<file path="config.mk">
export PLATFORM = sky130hd
export DESIGN_NAME = trap_ctrl
export DESIGN_NICKNAME = d
export VERILOG_FILES = /design/src/rtl/trap_ctrl_pkg.sv /design/src/rtl/trap_ctrl_irq_prio_enc.sv /design/src/rtl/trap_ctrl.sv
export SDC_FILE = /design/constraint.sdc
export NUM_CORES = 1
export LEC_CHECK = 0
export ABC_AREA = 1
export CORE_ASPECT_RATIO = 0.6
export CORE_MARGIN = 1.5
export CORE_UTILIZATION = 41
export DETAILED_ROUTE_END_ITERATION = 8
export GPL_TIMING_DRIVEN = 0
export PLACE_DENSITY = 0.86
export RECOVER_POWER = 25
export SLEW_MARGIN = 20
export SYNTH_ARGS = -nofsm -noshare
export SYNTH_HDL_FRONTEND = slang
export SYNTH_SLANG_ARGS = --single-unit
</file>
<file path="constraint.sdc">
create_clock -name clk -period 2.7 [get_ports clk]
set_input_delay 0.27 -clock clk [delete_from_list [all_inputs] [get_ports clk]]
set_output_delay 0.27 -clock clk [all_outputs]
set_load 0.005 [all_outputs]
</file>
<file path="src/rtl/trap_ctrl_pkg.sv">
// Shared definitions for the trap controller: FSM state encoding, cause width and core PC width.
package trap_ctrl_pkg;

  localparam int CAUSE_W   = 4;
  localparam int CORE_PC_W = 32;

  typedef enum logic [1:0] {
    ST_IDLE     = 2'd0,
    ST_WAIT_BND = 2'd1,
    ST_HANDLER  = 2'd2,
    ST_GUARD    = 2'd3
  } state_e;

endpackage

</file>
<file path="src/rtl/trap_ctrl_irq_prio_enc.sv">
// Lowest-index-first priority encoder: index 0 has the highest priority.
module irq_prio_enc
  import trap_ctrl_pkg::*;
#(
  parameter int NUM_IRQ = 8
) (
  input  logic [NUM_IRQ-1:0] i_req,
  output logic [CAUSE_W-1:0] o_idx,
  output logic               o_vld
);

  // Scan downwards so the lowest set index is the last one written.
  always_comb begin
    o_idx = '0;
    o_vld = 1'b0;
    for (int i = NUM_IRQ - 1; i >= 0; i--) begin
      if (i_req[i]) begin
        o_idx = CAUSE_W'(i);
        o_vld = 1'b1;
      end
    end
  end

endmodule

</file>
<file path="src/rtl/trap_ctrl.sv">
// Trap initiator: latches irq rising edges, arbitrates them, and issues trap entry/exit
// pulses plus fetch redirects at instruction commit boundaries.
module trap_ctrl
  import trap_ctrl_pkg::*;
#(
  parameter int NUM_IRQ = 8,
  parameter int PC_W    = CORE_PC_W
) (
  input  logic               clk,
  input  logic               rst_n,
  input  logic [NUM_IRQ-1:0] irq,
  input  logic               int_mstatus_mie,
  input  logic [PC_W-1:0]    trap_entry_pc,
  input  logic [PC_W-1:0]    restore_pc,
  input  logic               commit_valid,
  input  logic [PC_W-1:0]    commit_next_pc,
  input  logic               mret_commit,
  output logic               trap_entry_en,
  output logic               trap_exit_en,
  output logic [CAUSE_W-1:0] int_index,
  output logic [PC_W-1:0]    normal_pc,
  output logic               redirect_en,
  output logic [PC_W-1:0]    redirect_pc,
  output logic [NUM_IRQ-1:0] irq_pending
);

  state_e               r_state;
  state_e               w_state_nxt;
  logic [NUM_IRQ-1:0]   r_irq_q;
  logic [NUM_IRQ-1:0]   r_pending;
  logic [NUM_IRQ-1:0]   w_rise;
  logic [NUM_IRQ-1:0]   w_clr;
  logic [CAUSE_W-1:0]   w_sel;
  logic                 w_sel_vld;
  logic                 w_mret;
  logic                 w_plain_commit;
  logic                 w_take_entry;
  logic                 w_take_exit;

  logic                 r_entry_en;
  logic                 r_exit_en;
  logic                 r_redirect_en;
  logic [CAUSE_W-1:0]   r_int_index;
  logic [PC_W-1:0]      r_normal_pc;
  logic [PC_W-1:0]      r_redirect_pc;

  assign w_rise         = irq & ~r_irq_q;
  assign w_mret         = commit_valid & mret_commit;
  assign w_plain_commit = commit_valid & ~mret_commit;

  irq_prio_enc #(.NUM_IRQ(NUM_IRQ)) u_prio_enc (
    .i_req (r_pending),
    .o_idx (w_sel),
    .o_vld (w_sel_vld)
  );

  always_ff @(posedge clk or negedge rst_n) begin
    if (!rst_n) r_state <= ST_IDLE;
    else        r_state <= w_state_nxt;
  end

  always_comb begin
    w_state_nxt = r_state;
    case (r_state)
      ST_IDLE: begin
        if (w_mret)                                 w_state_nxt = ST_GUARD;
        else if (|r_pending && int_mstatus_mie)     w_state_nxt = ST_WAIT_BND;
      end
      ST_WAIT_BND: begin
        if (!int_mstatus_mie)                       w_state_nxt = ST_IDLE;
        else if (w_mret)                            w_state_nxt = ST_GUARD;
        else if (w_plain_commit && w_sel_vld)       w_state_nxt = ST_HANDLER;
      end
      ST_HANDLER: begin
        if (w_mret)                                 w_state_nxt = ST_GUARD;
      end
      ST_GUARD:                                     w_state_nxt = ST_IDLE;
      default:                                      w_state_nxt = ST_IDLE;
    endcase
  end

  // Exit wins over entry in WAIT_BND; an mret with no trap taken still returns.
  always_comb begin
    w_take_entry = 1'b0;
    w_take_exit  = 1'b0;
    case (r_state)
      ST_IDLE:     w_take_exit  = w_mret;
      ST_WAIT_BND: begin
        w_take_exit  = int_mstatus_mie & w_mret;
        w_take_entry = int_mstatus_mie & w_plain_commit & w_sel_vld;
      end
      ST_HANDLER:  w_take_exit  = w_mret;
      default:     ;
    endcase
  end

  always_comb begin
    w_clr = '0;
    for (int i = 0; i < NUM_IRQ; i++) begin
      w_clr[i] = w_take_entry && (w_sel == CAUSE_W'(i));
    end
  end

  always_ff @(posedge clk or negedge rst_n) begin
    if (!rst_n) begin
      r_irq_q   <= '0;
      r_pending <= '0;
    end else begin
      r_irq_q   <= irq;
      r_pending <= (r_pending & ~w_clr) | w_rise;
    end
  end

  always_ff @(posedge clk or negedge rst_n) begin
    if (!rst_n) begin
      r_entry_en    <= 1'b0;
      r_exit_en     <= 1'b0;
      r_redirect_en <= 1'b0;
      r_int_index   <= '0;
      r_normal_pc   <= '0;
      r_redirect_pc <= '0;
    end else begin
      r_entry_en    <= w_take_entry;
      r_exit_en     <= w_take_exit;
      r_redirect_en <= w_take_entry | w_take_exit;
      r_int_index   <= w_take_entry ? w_sel : '0;
      r_normal_pc   <= w_take_entry ? commit_next_pc : '0;
      r_redirect_pc <= w_take_entry ? trap_entry_pc :
                       w_take_exit  ? restore_pc    : '0;
    end
  end

  assign trap_entry_en = r_entry_en;
  assign trap_exit_en  = r_exit_en;
  assign redirect_en   = r_redirect_en;
  assign int_index     = r_int_index;
  assign normal_pc     = r_normal_pc;
  assign redirect_pc   = r_redirect_pc;
  assign irq_pending   = r_pending;

endmodule

</file>
# Yosys cells after proc, flatten, opt, wreduce, memory -nomap -nowiden
# Cells that the tools add are included.
# word_totals
register_bits	89
out_inout_bits	79
# op_classes
n_bitwise	12
mux	29
eq_ne	13
reduce_logical	15
# op_table
cell	count
$mux W32	3
$mux W3	8
$and A8 B8 Y8	2
$eq A4 B3 Y1 const B	4
$not A8 Y8	2
$mux W2	6
$logic_and A1 B1 Y1	10
$mux W1	9
$eq A4 B2 Y1 const B	2
$or A8 B8 Y8	1
$pmux W2 S4	1
$reduce_or A8 Y1	1
$and A1 B1 Y1	5
$eq A2 B2 Y1 const B	2
$eq A4 B1 Y1 const B	1
$logic_not A4 Y1	1
$mux W4	1
$ne A4 B4 Y1 const B	1
$ne A3 B3 Y1 const B	1
$reduce_and A3 Y1	1
$eq A2 B1 Y1 const B	1
$logic_not A2 Y1	1
$ne A2 B2 Y1 const B	1
$pmux W1 S2	1
3 further kinds	3

# Logic depth before layout (Yosys ltp)
# depth
ltp_word	14
ltp_mapped	11
depth_no_buf	11

# Hierarchy
# A second synthesis with hierarchy kept.
# unflattened
hier_cells	369
area_unflattened_um2	3410.8
# by_module_without_submodules
mod	area_per_inst_um2	seq_area_each_um2	cells_per_inst	instances
trap_ctrl	3300.7	2227.1	345	1
irq_prio_enc	110.1	0.0	24	1

# Least setup slack after synthesis
# No wires, ideal clock.
# synth_timing
path_type	reg2reg
start	register r_pending[7] (netlist: irq_pending[7])
end	register r_pending[1] (netlist: irq_pending[1])
setup_slack_ns	1.416
setup_time_ns	0.121
path_stages_with_launch	7
arrival_ns	1.163
n_path_buf	0
path_cell_list	dfrtp_1 > nor2_2 > nor3_1 > o21bai_1 > nand3_1 > o21bai_1 > nand2_1
# synth_between
elab_chain_cells	14
elab_cells_between_ends	23
cone_classes	eq/ne (1); mux (17); bitwise (4); reduce/logical (1)
# synth_rtl
item	line_no	text
start: declaration	trap_ctrl.sv:30	logic [NUM_IRQ-1:0] r_pending;
start signal: assignment	trap_ctrl.sv:110	r_pending <= (r_pending & ~w_clr) | w_rise;
$mux W1 (8 in a row)	trap_ctrl_irq_prio_enc.sv:17	if (i_req[i]) begin
$and A1 B1 Y1	trap_ctrl.sv:90	w_take_entry = int_mstatus_mie & w_plain_commit & w_sel_vld;
$mux W1	trap_ctrl.sv:86	case (r_state)
$logic_and A1 B1 Y1 (*)	trap_ctrl.sv:100	w_clr[i] = w_take_entry && (w_sel == CAUSE_W'(i));
$not A8 Y8 (*)	trap_ctrl.sv:110	
$and A8 B8 Y8 (*)	trap_ctrl.sv:110	
$or A8 B8 Y8 (*)	trap_ctrl.sv:110	
# Every way passes the cells marked *; elsewhere a longest branch is shown, timed or not.
# A chain may end at the register's enable or synchronous reset.

# Worst setup path in the final report
# layout_timing
start	register r_state[1]
end	register r_redirect_pc[24] (netlist: redirect_pc[24])
# layout_between
elab_cells_between_ends	8
cone_classes	eq/ne (2); mux (4); reduce/logical (2)
# layout_rtl
item	line_no	text
start: declaration	trap_ctrl.sv:27	state_e r_state;
start signal: assignment	trap_ctrl.sv:59	else r_state <= w_state_nxt;
$eq A2 B1 Y1	trap_ctrl.sv:86	
$mux W1	trap_ctrl.sv:86	
via w_take_entry	trap_ctrl.sv:37	logic w_take_entry;
$mux W32	trap_ctrl.sv:128	r_redirect_pc <= w_take_entry ? trap_entry_pc :
end signal: assignment	trap_ctrl.sv:128	
end: declaration	trap_ctrl.sv:45	logic [PC_W-1:0] r_redirect_pc;
# The timed path passes the listed nets, and every way through them passes these cells.

==> results.yml <==
power:
  ir_drop_mv: 0.374
  p_per_area_nw_per_um2: 533
  p_total_uw: 2960
  static-leakage-power_uw: 0.00280
min_path:
  hold_depth: 1
  holdPathEnd: "irq_pending[7]"
  hp-start: "r_irq_q[7]"
  hold_path.class: "reg -> reg"
logic_synthesis:
  yosysTopAreaCell: "dfrtp_1"
  synth_flop_cell: "dfrtp_1"
  synth_commonest_cells: "nand2_1, dfrtp_1, inv_1"
  ys_seq_elements: 88
  synth_edf_count: 0
  synthesis.area_um2: 3260
  yosysMostFrequentCell: "nand2_1"
  synthesis.nets: 449
  syn_area_per_cell_um2: 9.59
  postSynth.asyncResetShare_pct: 100
  yosysWarnings: 0
  ys_seq_area_share_pct: 67.5
  ys_types: 23
  netlist_instances: 340
  synth.area.top_cells: "dfrtp_1, nand2_1, inv_1"
  synth_top_cell_area_share_pct: 67.5
run:
  max_cap_violations: 0
critical_path:
  cp-start-kind: "register"
  slowest_stage: "dfrtp_1"
  reg2reg_to: "redirect_pc[24]"
  crit_type: "reg -> reg"
  crit_path_end_kind: "register"
  path_cells: "inv_1 -> nand2_1 -> nor2_1 -> nand3_4 -> inv_4 -> buf_6 -> nand2_1 -> nand2_1"
  slowest_delay_ns: 0.38
  cp.arrival_ns: 1.84
  r2r_slack_ns: 1.13
  cp.required_ns: 2.97
  worstPathMaxFanout: 10
  crit_top_cell: "nand2_1"
  worstRegToRegCells: 8
  reg2reg_from: "r_state[1]"
cells_and_area:
  antenna_cells: 0
  stdcell_count: 648
  nFillCells: 494
  drive_above_1_share_pct: 6.99
  fin_nets: 648
  syn_to_final_growth_pct: 70.4
clock_tree:
  cts_tree: "built"
  cts_buffer_depth: 2
  clock-sinks: 88
  clk_latency_ns: 0.33
  numCtsBuffers: 9
  htreeDepth: 3
  clkTransAtPathRegs_ns: 0.06
  cts_resized: 0
  cts-root-buf: "clkbuf_16"
detailed_routing:
  drtPass1Iterations: 4
  vias_per_cell: 4.34
  drc: 0
  drt_iter0_markers: 83
  vias: 2814
  antenna_left: 0
  wire_per_inst_um: 13.0
  routed_wl_um: 8400
floorplan:
  die_w_um: 118
  core_area_um2: 7480
  rows: 24
  ios: 188
  die_h_um: 72.1
  die_area_um2: 8520
  start_util_pct: 43.6
outcome:
  status: "finished clean"
sta:
  rsz0062_at_grt: "false"
  max_freq_mhz: 639
  finalCriticalPeriod_ns: 1.57
  hold_viol_final: 0
  setup_viol: 0
  drv_slew: 0
  finalCritPeriodShare_pct: 58.0
  slew_headroom_pct: 33.7
  tightest_slew_ns: 0.995
  fin_worst_skew_ns: 0.00713
  setup_ws_ns: 1.13
  hold_ws_ns: 0.421
  setup_tns_ns: 0
global_routing:
  grt.total_usage_pct: 20.3
  grt_max_degree: 50
  antenna_found_initial: 0
  grt_pass1_vias: 2944
  grt_pass1_wl_um: 13400
  overflow: 0
place:
  port_buffers: 186
  routabilityCongestion: 0.770
  post-dp-hpwl_um: 6520
  placedCellCount: 631
  dp_slack_ns: 0.886
## registers in the layout (all words and copies together), names as in the netlist
name	cells
r_irq_q	8
irq_pending	8
trap_exit_en	1
redirect_en	1
int_index	3
normal_pc	32
trap_entry_en	1
r_state	2
redirect_pc	32
## timing repair
item                       CTS  global route
hold endpoints to repair    39             0
setup endpoints to repair    0             0
hold buffers                 1             0
setup buffers                0             0
## cell type report
class                           instances  area [um^2]  share of cell area [%]
Tap cell                              104          130                    2.34
Multi-Input combinational cell        188          781                    14.0
Clock inverter                          6         46.3                   0.833
Timing Repair Buffer                  188         1890                    34.1
Buffer                                 10         71.3                    1.28
Inverter                               54          205                    3.69
Sequential cell                        88         2200                    39.6
Clock buffer                           10          229                    4.12
## worst max-delay path: cells and delay by family, from the launching register on
family	cells	cell delay, ns
buf+inv	3	0.39
flops	1	0.38
simple gates	5	0.73
## per-layer routing
| metal | up-vias | GRT usage [%] | wire [um] | part of all wire [%] |
|---|---|---|---|---|
| li1 | 1392 | - | - | - |
| met4 | 0 | 7.86 | 172 | 2.0 |
| met2 | 130 | 35.5 | 4090 | 49 |
| met3 | 16 | 8.88 | 753 | 9.0 |
| met5 | - | 0 | 0 | 0 |
| met1 | 1276 | 22.3 | 3390 | 40 |
## power by group
group | switching (uW) | internal (uW) | total (uW) | leakage, uW
sequential | 23.6 | 1390 | 1410 | 0.00115
clock | 494 | 626 | 1120 | 0.000129
combinational | 165 | 270 | 436 | 0.00153
## kinds of logic (layout without fill, tap and decap cells)
| kind of cell | after synthesis | in the layout | synth area share [%] |
|---|---|---|---|
| buf+inv | 64 | 268 | 8.48 |
| compound gates | 11 | 11 | 2.38 |
| other cells | 1 | 1 | 0.115 |
| flops | 88 | 88 | 67.5 |
| simple gates | 176 | 176 | 21.5 |
## worst max path at each step
stage / start / end / slack [ns]
3_3_place_gp: rst_n / normal_pc[23] / -1.65
6_report: r_state[1] / redirect_pc[24] / 1.13
3_5_place_dp: commit_valid / redirect_pc[24] / 0.89
2_1_floorplan: irq_pending[7] / irq_pending[1] / 1.42
5_1_grt: r_state[1] / redirect_pc[24] / 0.99
4_1_cts: irq_pending[3] / irq_pending[3] / 1.16
## layout by cell type (no fill, tap or decap), drive strengths merged
cell,synthesis,final
a21oi,2,2
a31o,1,1
buf,10,11
clkbuf,0,11
clkdlybuf4s50,0,177
clkinv,0,4
clkinvlp,0,2
conb,1,1
dfrtp,88,88
dlygate4sd3,0,9
inv,54,54
nand2,126,126
nand3,6,6
nand4,2,2
nor2,41,41
nor3,1,1
o21ai,4,4
o21bai,3,3
o22ai,1,1
## through the flow
stage          util (%)  area, um^2
3_5_place_dp       70.6        5280
3_3_place_gp       70.3        5250
6_report           74.3        5560
2_1_floorplan         -        3260
4_1_cts            74.4        5560
5_1_grt            74.3        5560
No activity file was read; power rests on OpenSTA's default activity.
